[src/rtl/package_project_typedefs.sv]
// rtl/package_project_typedefs.sv - shared pipeline control types for the execute stage
package package_project_typedefs;

    typedef enum logic [3:0] {
        ALU_ADD  = 4'd0,
        ALU_SUB  = 4'd1,
        ALU_AND  = 4'd2,
        ALU_OR   = 4'd3,
        ALU_XOR  = 4'd4,
        ALU_SLL  = 4'd5,
        ALU_SRL  = 4'd6,
        ALU_SRA  = 4'd7,
        ALU_SLT  = 4'd8,
        ALU_SLTU = 4'd9,
        ALU_MUL  = 4'd10,
        ALU_DIVU = 4'd11,
        ALU_REMU = 4'd12
    } AluOp;

    typedef enum logic [2:0] {
        JUMP_BRANCH_NO = 3'd0,
        JUMP           = 3'd1,
        JUMP_ALR       = 3'd2,
        BRANCH_EQ      = 3'd3,
        BRANCH_NE      = 3'd4,
        BRANCH_LT      = 3'd5,
        BRANCH_GE      = 3'd6,
        BRANCH_LTU     = 3'd7
    } JumpBranchControl;

    typedef enum logic [1:0] {
        DATA_MEM_NO_WR   = 2'd0,
        DATA_MEM_WR_BYTE = 2'd1,
        DATA_MEM_WR_HALF = 2'd2,
        DATA_MEM_WR_WORD = 2'd3
    } DataMemWrControl;

    function automatic logic is_muldiv(AluOp op);
        return (op == ALU_MUL) || (op == ALU_DIVU) || (op == ALU_REMU);
    endfunction

endpackage

[src/rtl/execute_muldiv.sv]
// rtl/execute_muldiv.sv - iterative shift-add multiplier / restoring divider, one step per cycle
module execute_muldiv
    import package_project_typedefs::*;
#(
    parameter int WIDTH = 32
) (
    input  logic             clk,
    input  logic             reset_n,
    input  logic             start,
    input  logic             abort,
    input  AluOp             op,
    input  logic [WIDTH-1:0] a,
    input  logic [WIDTH-1:0] b,
    output logic             busy,
    output logic             done,
    output logic [WIDTH-1:0] result
);

    localparam int CW = $clog2(WIDTH);
    localparam logic [CW-1:0] LAST = CW'(WIDTH - 1);
    localparam logic IDLE = 1'b0;
    localparam logic BUSY = 1'b1;

    logic             state;
    logic [CW-1:0]    count;
    AluOp             op_q;
    // acc: product or partial remainder; opa: multiplicand or dividend/quotient; opb: multiplier or divisor
    logic [WIDTH-1:0] acc, opa, opb;
    logic [WIDTH-1:0] acc_n, opa_n, diff;
    logic [WIDTH:0]   sh;
    logic             ge;

    always_comb begin
        sh   = {acc, opa[WIDTH-1]};
        ge   = (sh >= {1'b0, opb});
        diff = sh[WIDTH-1:0] - opb;
        if (op_q == ALU_MUL) begin
            acc_n = acc + (opb[0] ? opa : '0);
            opa_n = opa << 1;
        end else begin
            acc_n = ge ? diff : sh[WIDTH-1:0];
            opa_n = {opa[WIDTH-2:0], ge};
        end
    end

    assign busy   = (state == BUSY);
    assign done   = busy && (count == LAST);
    assign result = (op_q == ALU_DIVU) ? opa_n : acc_n;

    always_ff @(posedge clk or negedge reset_n) begin
        if (!reset_n) begin
            state <= IDLE;
            count <= '0;
            op_q  <= ALU_ADD;
            acc   <= '0;
            opa   <= '0;
            opb   <= '0;
        end else if (abort) begin
            state <= IDLE;
            count <= '0;
        end else if (state == IDLE) begin
            if (start) begin
                state <= BUSY;
                count <= '0;
                op_q  <= op;
                acc   <= '0;
                opa   <= a;
                opb   <= b;
            end
        end else begin
            acc   <= acc_n;
            opa   <= opa_n;
            if (op_q == ALU_MUL)
                opb <= opb >> 1;
            count <= count + 1'b1;
            if (done) begin
                state <= IDLE;
                count <= '0;
            end
        end
    end

endmodule

[src/rtl/stage_execute.sv]
// rtl/stage_execute.sv - EX stage: ALU, branch target, EX/MEM register; MULDIV_EN adds the iterative unit
module stage_execute
    import package_project_typedefs::*;
#(
    parameter int WIDTH = 32
) (
    input  logic             clk,
    input  logic             reset_n,
    input  logic [WIDTH-1:0] rs1_data,
    input  logic [WIDTH-1:0] rs2_data,
    input  logic [WIDTH-1:0] imm,
    input  logic [WIDTH-1:0] pc,
    input  AluOp             alu_op,
    input  logic             alu_src_imm,
    input  logic             valid_in,
    input  logic             flush,
    input  logic [4:0]       reg_file_wr_addr_in,
    input  JumpBranchControl jump_branch_signal_in,
    input  DataMemWrControl  data_mem_wr_en_in,
    output logic [WIDTH-1:0] alu_result_out,
    output logic             zero,
    output logic [WIDTH-1:0] jump_branch_addr_out,
    output logic [WIDTH-1:0] data_mem_wr_data,
    output logic [4:0]       reg_file_wr_addr_out,
    output JumpBranchControl jump_branch_signal,
    output DataMemWrControl  data_mem_wr_en,
    output logic             valid_out,
    output logic             stall_out
);

    logic [WIDTH-1:0] op_b, alu_res, jb_addr, result_sel;
    logic [4:0]       shamt;
    logic             issue, fire;

    always_comb begin
        op_b  = alu_src_imm ? imm : rs2_data;
        shamt = op_b[4:0];
        case (alu_op)
            ALU_ADD:  alu_res = rs1_data + op_b;
            ALU_SUB:  alu_res = rs1_data - op_b;
            ALU_AND:  alu_res = rs1_data & op_b;
            ALU_OR:   alu_res = rs1_data | op_b;
            ALU_XOR:  alu_res = rs1_data ^ op_b;
            ALU_SLL:  alu_res = rs1_data << shamt;
            ALU_SRL:  alu_res = rs1_data >> shamt;
            ALU_SRA:  alu_res = WIDTH'($signed(rs1_data) >>> shamt);
            ALU_SLT:  alu_res = {{(WIDTH-1){1'b0}}, ($signed(rs1_data) < $signed(op_b))};
            ALU_SLTU: alu_res = {{(WIDTH-1){1'b0}}, (rs1_data < op_b)};
            default:  alu_res = '0;
        endcase
        jb_addr = (jump_branch_signal_in == JUMP_ALR)
                ? ((rs1_data + imm) & ~{{(WIDTH-1){1'b0}}, 1'b1})
                : (pc + imm);
    end

`ifdef MULDIV_EN
    logic             md_busy, md_done, md_start;
    logic [WIDTH-1:0] md_result;

    assign md_start = valid_in && is_muldiv(alu_op) && !md_busy && !flush;

    execute_muldiv #(.WIDTH(WIDTH)) u_muldiv (
        .clk     (clk),
        .reset_n (reset_n),
        .start   (md_start),
        .abort   (flush),
        .op      (alu_op),
        .a       (rs1_data),
        .b       (op_b),
        .busy    (md_busy),
        .done    (md_done),
        .result  (md_result)
    );

    // Upstream keeps presenting the multi-cycle op until the completion cycle
    assign stall_out  = reset_n && ((valid_in && is_muldiv(alu_op) && !md_busy) || (md_busy && !md_done));
    assign issue      = md_busy ? md_done : (valid_in && !is_muldiv(alu_op));
    assign result_sel = md_busy ? md_result : alu_res;
`else
    assign stall_out  = 1'b0;
    assign issue      = valid_in;
    assign result_sel = alu_res;
`endif

    assign fire = issue && !flush;

    always_ff @(posedge clk or negedge reset_n) begin
        if (!reset_n) begin
            alu_result_out       <= '0;
            zero                 <= 1'b0;
            jump_branch_addr_out <= '0;
            data_mem_wr_data     <= '0;
            reg_file_wr_addr_out <= '0;
            jump_branch_signal   <= JUMP_BRANCH_NO;
            data_mem_wr_en       <= DATA_MEM_NO_WR;
            valid_out            <= 1'b0;
        end else begin
            alu_result_out       <= result_sel;
            zero                 <= (result_sel == '0);
            jump_branch_addr_out <= jb_addr;
            data_mem_wr_data     <= rs2_data;
            reg_file_wr_addr_out <= reg_file_wr_addr_in;
            jump_branch_signal   <= fire ? jump_branch_signal_in : JUMP_BRANCH_NO;
            data_mem_wr_en       <= fire ? data_mem_wr_en_in : DATA_MEM_NO_WR;
            valid_out            <= fire;
        end
    end

endmodule

[config.mk]
export PLATFORM = sky130hd
export DESIGN_NAME = stage_execute
export DESIGN_NICKNAME = d
export VERILOG_FILES = /design/src/rtl/package_project_typedefs.sv /design/src/rtl/execute_muldiv.sv /design/src/rtl/stage_execute.sv
export SDC_FILE = /design/constraint.sdc
export NUM_CORES = 1
export LEC_CHECK = 0
export BUFFER_PORTS_ARGS = -buffer_cell sky130_fd_sc_hd__buf_2
export CORE_MARGIN = 2
export CORE_UTILIZATION = 50
export CTS_BUF_LIST = sky130_fd_sc_hd__clkbuf_4 sky130_fd_sc_hd__clkbuf_8 sky130_fd_sc_hd__clkbuf_16
export CTS_CLUSTER_SIZE = 28
export DETAILED_ROUTE_END_ITERATION = 12
export GPL_TIMING_DRIVEN = 1
export PLACE_DENSITY_LB_ADDON = 0.2
export SYNTH_ARGS = -nofsm -noshare
export SYNTH_HDL_FRONTEND = slang
export SYNTH_SLANG_ARGS = --single-unit
[constraint.sdc]
create_clock -name clk -period 0.8 [get_ports clk]
set_input_delay 0.08 -clock clk [delete_from_list [all_inputs] [get_ports clk]]
set_output_delay 0.08 -clock clk [all_outputs]
set_load 0.05 [all_outputs]
==> results.sh, run 1 <==
export IMPL_routabilityCongestion=1.21
export IMPL_yosysUniqueCellTypes=87
export IMPL_cts_htree_levels=3
export IMPL_ys_flop_type="dfrtp_1"
export IMPL_start_util=0.509
export IMPL_avgSynthCellArea_um2=8.00
export IMPL_yosys_warnings=0
export IMPL_dp_cells=3336
export IMPL_io_pins=256
export IMPL_dieWidth_um=183
export IMPL_cts_buffers=9
export IMPL_outcome="aborted with a tool error"
export IMPL_clkSinkCount=108
export IMPL_grt_max_degree=53
export IMPL_synth_seq_area_share=0.168
export IMPL_core_rowCount=65
export IMPL_yosys_top_cells_count="nor2_1 (168), nand2_1 (166), ha_1 (163)"
export IMPL_stop_stage="global routing"
export IMPL_clockRootBuffer="clkbuf_16"
export IMPL_synth_area_leader_cell="dfrtp_1"
export IMPL_worstEpCategory="sequential cell input"
export IMPL_grt_overflow=589
export IMPL_placed_area_um2=24200
export IMPL_worst_endpoint="zero$_DFF_PN0_/D"
export IMPL_dp_hpwl_um=68700
export IMPL_clk_path_buf_depth=2
export IMPL_grtUsageTotal=0.895
export IMPL_ys_ff_latch=108
export IMPL_synth_top_cell_area_share=0.168
export IMPL_async_flop_share=1.00
export IMPL_syn_nets=2327
export IMPL_syn_inst=2013
export IMPL_synth_edf_count=0
export IMPL_yosysMostFrequentCell="nor2_1"
export IMPL_io_buffers=254
export IMPL_syn_area_um2=16100
export IMPL_dieHeight_um=183
export IMPL_synthTopCellsByArea="dfrtp_1 (17%), ha_1 (13%), mux4_2 (8.9%)"
export IMPL_error="[ERROR GRT-0232] Routing congestion too high. Check the congestion heatmap in the GUI."
cell families after synthesis:
group	after synthesis	share of synthesized area
compound gates	650	0.270
xor+xnor	62	0.0337
fa+ha+maj	167	0.132
buf+inv	245	0.0606
flops	108	0.168
mux	162	0.150
other cells	1	0.000233
simple gates	618	0.185
metal layers:
| layer | global-route usage | overflow |
|---|---|---|
| met3 | 0.801 | 43 |
| met2 | 1.01 | 327 |
| met5 | 0.569 | 5 |
| met1 | 0.870 | 26 |
| met4 | 0.936 | 188 |
through the flow:
step	hold WS (ns)	setup TNS [ns]	setup slack [ns]
floorplan	-0.216	-93.35	-2.96
global placement	-0.0756	-129.83	-3.87
detailed placement	-0.0754	-133.71	-4.00
CTS	0.0198	-123.42	-2.78
what timing repair did:
item / CTS
setup endpoints to repair: 172
pin swaps: 116
setup buffers: 75
hold buffers: 44
resized for setup: 343
hold endpoints to repair: 151
==> inputs of run 2 (changes only) <==
--- a/config.mk
+++ b/config.mk
@@ -7,12 +7,10 @@
 export LEC_CHECK = 0
 export BUFFER_PORTS_ARGS = -buffer_cell sky130_fd_sc_hd__buf_2
 export CORE_MARGIN = 2
-export CORE_UTILIZATION = 50
-export CTS_BUF_LIST = sky130_fd_sc_hd__clkbuf_4 sky130_fd_sc_hd__clkbuf_8 sky130_fd_sc_hd__clkbuf_16
-export CTS_CLUSTER_SIZE = 28
+export CORE_UTILIZATION = 35
 export DETAILED_ROUTE_END_ITERATION = 12
 export GPL_TIMING_DRIVEN = 1
-export PLACE_DENSITY_LB_ADDON = 0.2
+export PLACE_DENSITY_LB_ADDON = 0.15
 export SYNTH_ARGS = -nofsm -noshare
 export SYNTH_HDL_FRONTEND = slang
 export SYNTH_SLANG_ARGS = --single-unit
==> run 2 against run 1 <==
  * The flow now finishes, with violations (setup timing)
  * Area after synthesis unchanged
  * Synthesized cell count did not move
==> results.sh, run 2 <==
export IMPL_outcome="complete, but fails checks"
export IMPL_violations="setup timing"
export IMPL_maxSlewHeadroom=0.227
export IMPL_grt_pass1_vias=22300
export IMPL_io_pins=256
export IMPL_first_iter_violations=2623
export IMPL_period_share=4.71
export IMPL_cts_htree_levels=3
export IMPL_powerDensity_nw_per_um2=1320
export IMPL_syn_area_um2=16100
export IMPL_via_per_inst=5.91
export IMPL_ir_drop_mv=1.28
export IMPL_setup_viol=172
export IMPL_min_to="jump_branch_addr_out[0]"
export IMPL_post_route_min_period_ns=3.76
export IMPL_hold_viol=0
export IMPL_final_common_cell="buf_4"
export IMPL_ys_ff_latch=108
export IMPL_clockRootBuffer="clkbuf_16"
export IMPL_fin_ws_ns=-2.96
export IMPL_dieHeight_um=219
export IMPL_wirelength_um=96100
export IMPL_drive_gt1_frac=0.530
export IMPL_cts_clk_slew_worst_paths_ns=0.09
export IMPL_grt_pass1_wl_um=140000
export IMPL_worst_slew_pin_slew_ns=1.15
export IMPL_p_int_mw=21.1
export IMPL_synth_area_leader_cell="dfrtp_1"
export IMPL_critPathMaxFanout=7
export IMPL_antenna_found_initial=7
export IMPL_dp_cells=3594
export IMPL_p_leak_nw=13.6
export IMPL_num_nets_final=3469
export IMPL_clk_path_buf_depth=2
export IMPL_grt_overflow=0
export IMPL_drt_pass1_iter_count=6
export IMPL_final_max_slew_viol_count=0
export IMPL_syn_nets=2327
export IMPL_swShare=0.462
export IMPL_cts_buffers=9
export IMPL_combPwrFrac=0.699
export IMPL_yosysMostFrequentCell="nor2_1"
export IMPL_routedWlPerCell_um=25.5
export IMPL_start_util=0.355
export IMPL_yosys_top_cells_count="nor2_1 (168), nand2_1 (166), ha_1 (163)"
export IMPL_pwr_share_clk=0.136
export IMPL_final_cells=3764
export IMPL_top_regs="alu_result_out: 32 flops, data_mem_wr_data: 32 flops, jump_branch_addr_out: 32 flops"
export IMPL_most_common_layout_cells="buf_4 (841), buf_2 (198), nand2_1 (162)"
export IMPL_tns_ns=-125.88
export IMPL_hp_class="in -> reg"
export IMPL_yosysUniqueCellTypes=87
export IMPL_synth_top_cell_area_share=0.168
export IMPL_async_flop_share=1.00
export IMPL_synth_fa_ha_area_frac=0.132
export IMPL_timing_max_cap_violations=0
export IMPL_synth_compound_area_frac=0.270
export IMPL_seqPwrFrac=0.165
export IMPL_synthXorXnorAreaFrac=0.0337
export IMPL_worstPathRequired_ns=1.14
export IMPL_nFillCells=3815
export IMPL_io_buffers=254
export IMPL_drc=0
export IMPL_holdPathStages=3
export IMPL_critPathKind="in -> reg"
export IMPL_grtUsageTotal=0.395
export IMPL_syn_inst=2013
export IMPL_fmax_mhz=266
export IMPL_cts_tree="done"
export IMPL_drtAntennaViolNets=0
export IMPL_fp_coreArea_um2=45400
export IMPL_dp_hpwl_um=77100
export IMPL_yosys_warnings=0
export IMPL_core_rowCount=78
export IMPL_routabilityCongestion=1.03
export IMPL_crit_path_end_kind="flop"
export IMPL_p_switching_mw=18.1
export IMPL_startpoint_type="input pin"
export IMPL_route_vias_total=22300
export IMPL_cp_arrival_ns=4.10
export IMPL_synth_seq_area_share=0.168
export IMPL_synth_edf_count=0
export IMPL_dpl_worst_slack_ns=-4.27
export IMPL_synthSimpleGateAreaFrac=0.185
export IMPL_areaGrowthSynthToFinish_pct=83.7
export IMPL_ys_flop_type="dfrtp_1"
export IMPL_synth_top_family_by_area="compound AO/OA/AOI/OAI gates"
export IMPL_power_mw=39.2
export IMPL_clkSinkCount=108
export IMPL_synthTopCellsByArea="dfrtp_1 (17%), ha_1 (13%), mux4_2 (8.9%)"
export IMPL_fp_dieArea_um2=47700
export IMPL_hp_start="pc[0]"
export IMPL_avgSynthCellArea_um2=8.00
export IMPL_muxShareOfSynthArea=0.150
export IMPL_dieWidth_um=219
export IMPL_rsz0062_at_grt="true"
export IMPL_grt_max_degree=57
## run 2: cell counts after synthesis
Identical to the previous run, type by type.
## run 2: cells by family (layout without fill, tap and decap cells)
logic type,Yosys count,after routing
mux,162,162
flops,108,108
buf+inv,245,1392
simple gates,618,618
fa+ha+maj,167,167
other cells,1,5
compound gates,650,650
xor+xnor,62,62
## run 2: power groups by stage
| stage | Sequential [mW] | Combinational (mW) | Clock, mW |
|---|---|---|---|
| after floorplan | 9.17 | 9.12 | 0 |
| after global placement | 6.45 | 22.3 | 0 |
| after detailed placement | 6.45 | 22.4 | 0 |
| after CTS | 6.41 | 25.4 | 5.45 |
| after global routing | 6.52 | 28.6 | 5.55 |
| final | 6.45 | 27.4 | 5.34 |
## run 2: worst max-delay path by stage
stage	start	to	slack, ns
detailed placement	alu_src_imm	zero	-4.27
global route	alu_src_imm	zero	-3.10
floorplan	alu_src_imm	zero	-2.96
finish	alu_src_imm	zero	-2.96
global placement	alu_src_imm	zero	-4.44
CTS	alu_src_imm	zero	-2.88
## run 2: what timing repair did
action / CTS / global route
pin swaps: 163 / 134
cloned: 3 / 0
hold endpoints to repair: 151 / 0
resized for setup: 431 / 210
setup endpoints to repair: 172 / 173
setup buffers: 71 / 46
hold buffers: 44 / 0
## run 2: worst max-delay path, cell delays in order
cell and delay [ns]:
buf_12 0.12, buf_12 0.12, mux2i_4 0.21, inv_2 0.20
buf_4 0.22, mux4_2 0.55, mux2i_1 0.22, buf_4 0.19
mux2i_1 0.12, o22ai_1 0.17, buf_4 0.19, nand4_1 0.15
or4_1 0.54, a2111o_1 0.36, nor4_4 0.23, buf_4 0.17
nand4_1 0.09, nor3_2 0.17
## run 2: layout make-up
| cell class | instances | area, µm² | area share |
|---|---|---|---|
| Antenna cell | 4 | 10.0 | 0.000338 |
| Clock buffer | 9 | 225 | 0.00761 |
| Clock inverter | 7 | 103 | 0.00347 |
| Inverter | 119 | 455 | 0.0154 |
| Multi-Input combinational cell | 1660 | 15300 | 0.516 |
| Sequential cell | 108 | 2700 | 0.0914 |
| Tap cell | 600 | 751 | 0.0254 |
| Timing Repair Buffer | 1257 | 10100 | 0.341 |
## run 2: stage by stage
| step | area (µm²) | utilization | hold slack [ns] |
|---|---|---|---|
| 2_1_floorplan | 17000 | - | -0.216 |
| 3_3_place_gp | 25000 | 0.550 | 0.0851 |
| 3_5_place_dp | 25000 | 0.550 | 0.0962 |
| 4_1_cts | 28400 | 0.626 | -0.00448 |
| 5_1_grt | 29600 | 0.652 | 0.0140 |
| 6_report | 29600 | 0.652 | 0.0131 |
## run 2: layer usage
| layer | part of all wire | up-vias | wire length [µm] | global-route usage |
|---|---|---|---|---|
| li1 | - | 9891 | - | - |
| met1 | 0.41 | 10800 | 39800 | 0.532 |
| met2 | 0.43 | 1251 | 41700 | 0.606 |
| met3 | 0.096 | 278 | 9180 | 0.0752 |
| met4 | 0.056 | 4 | 5380 | 0.190 |
| met5 | 0.00024 | - | 23 | 0 |
No activity file was read; power rests on OpenSTA's default activity.
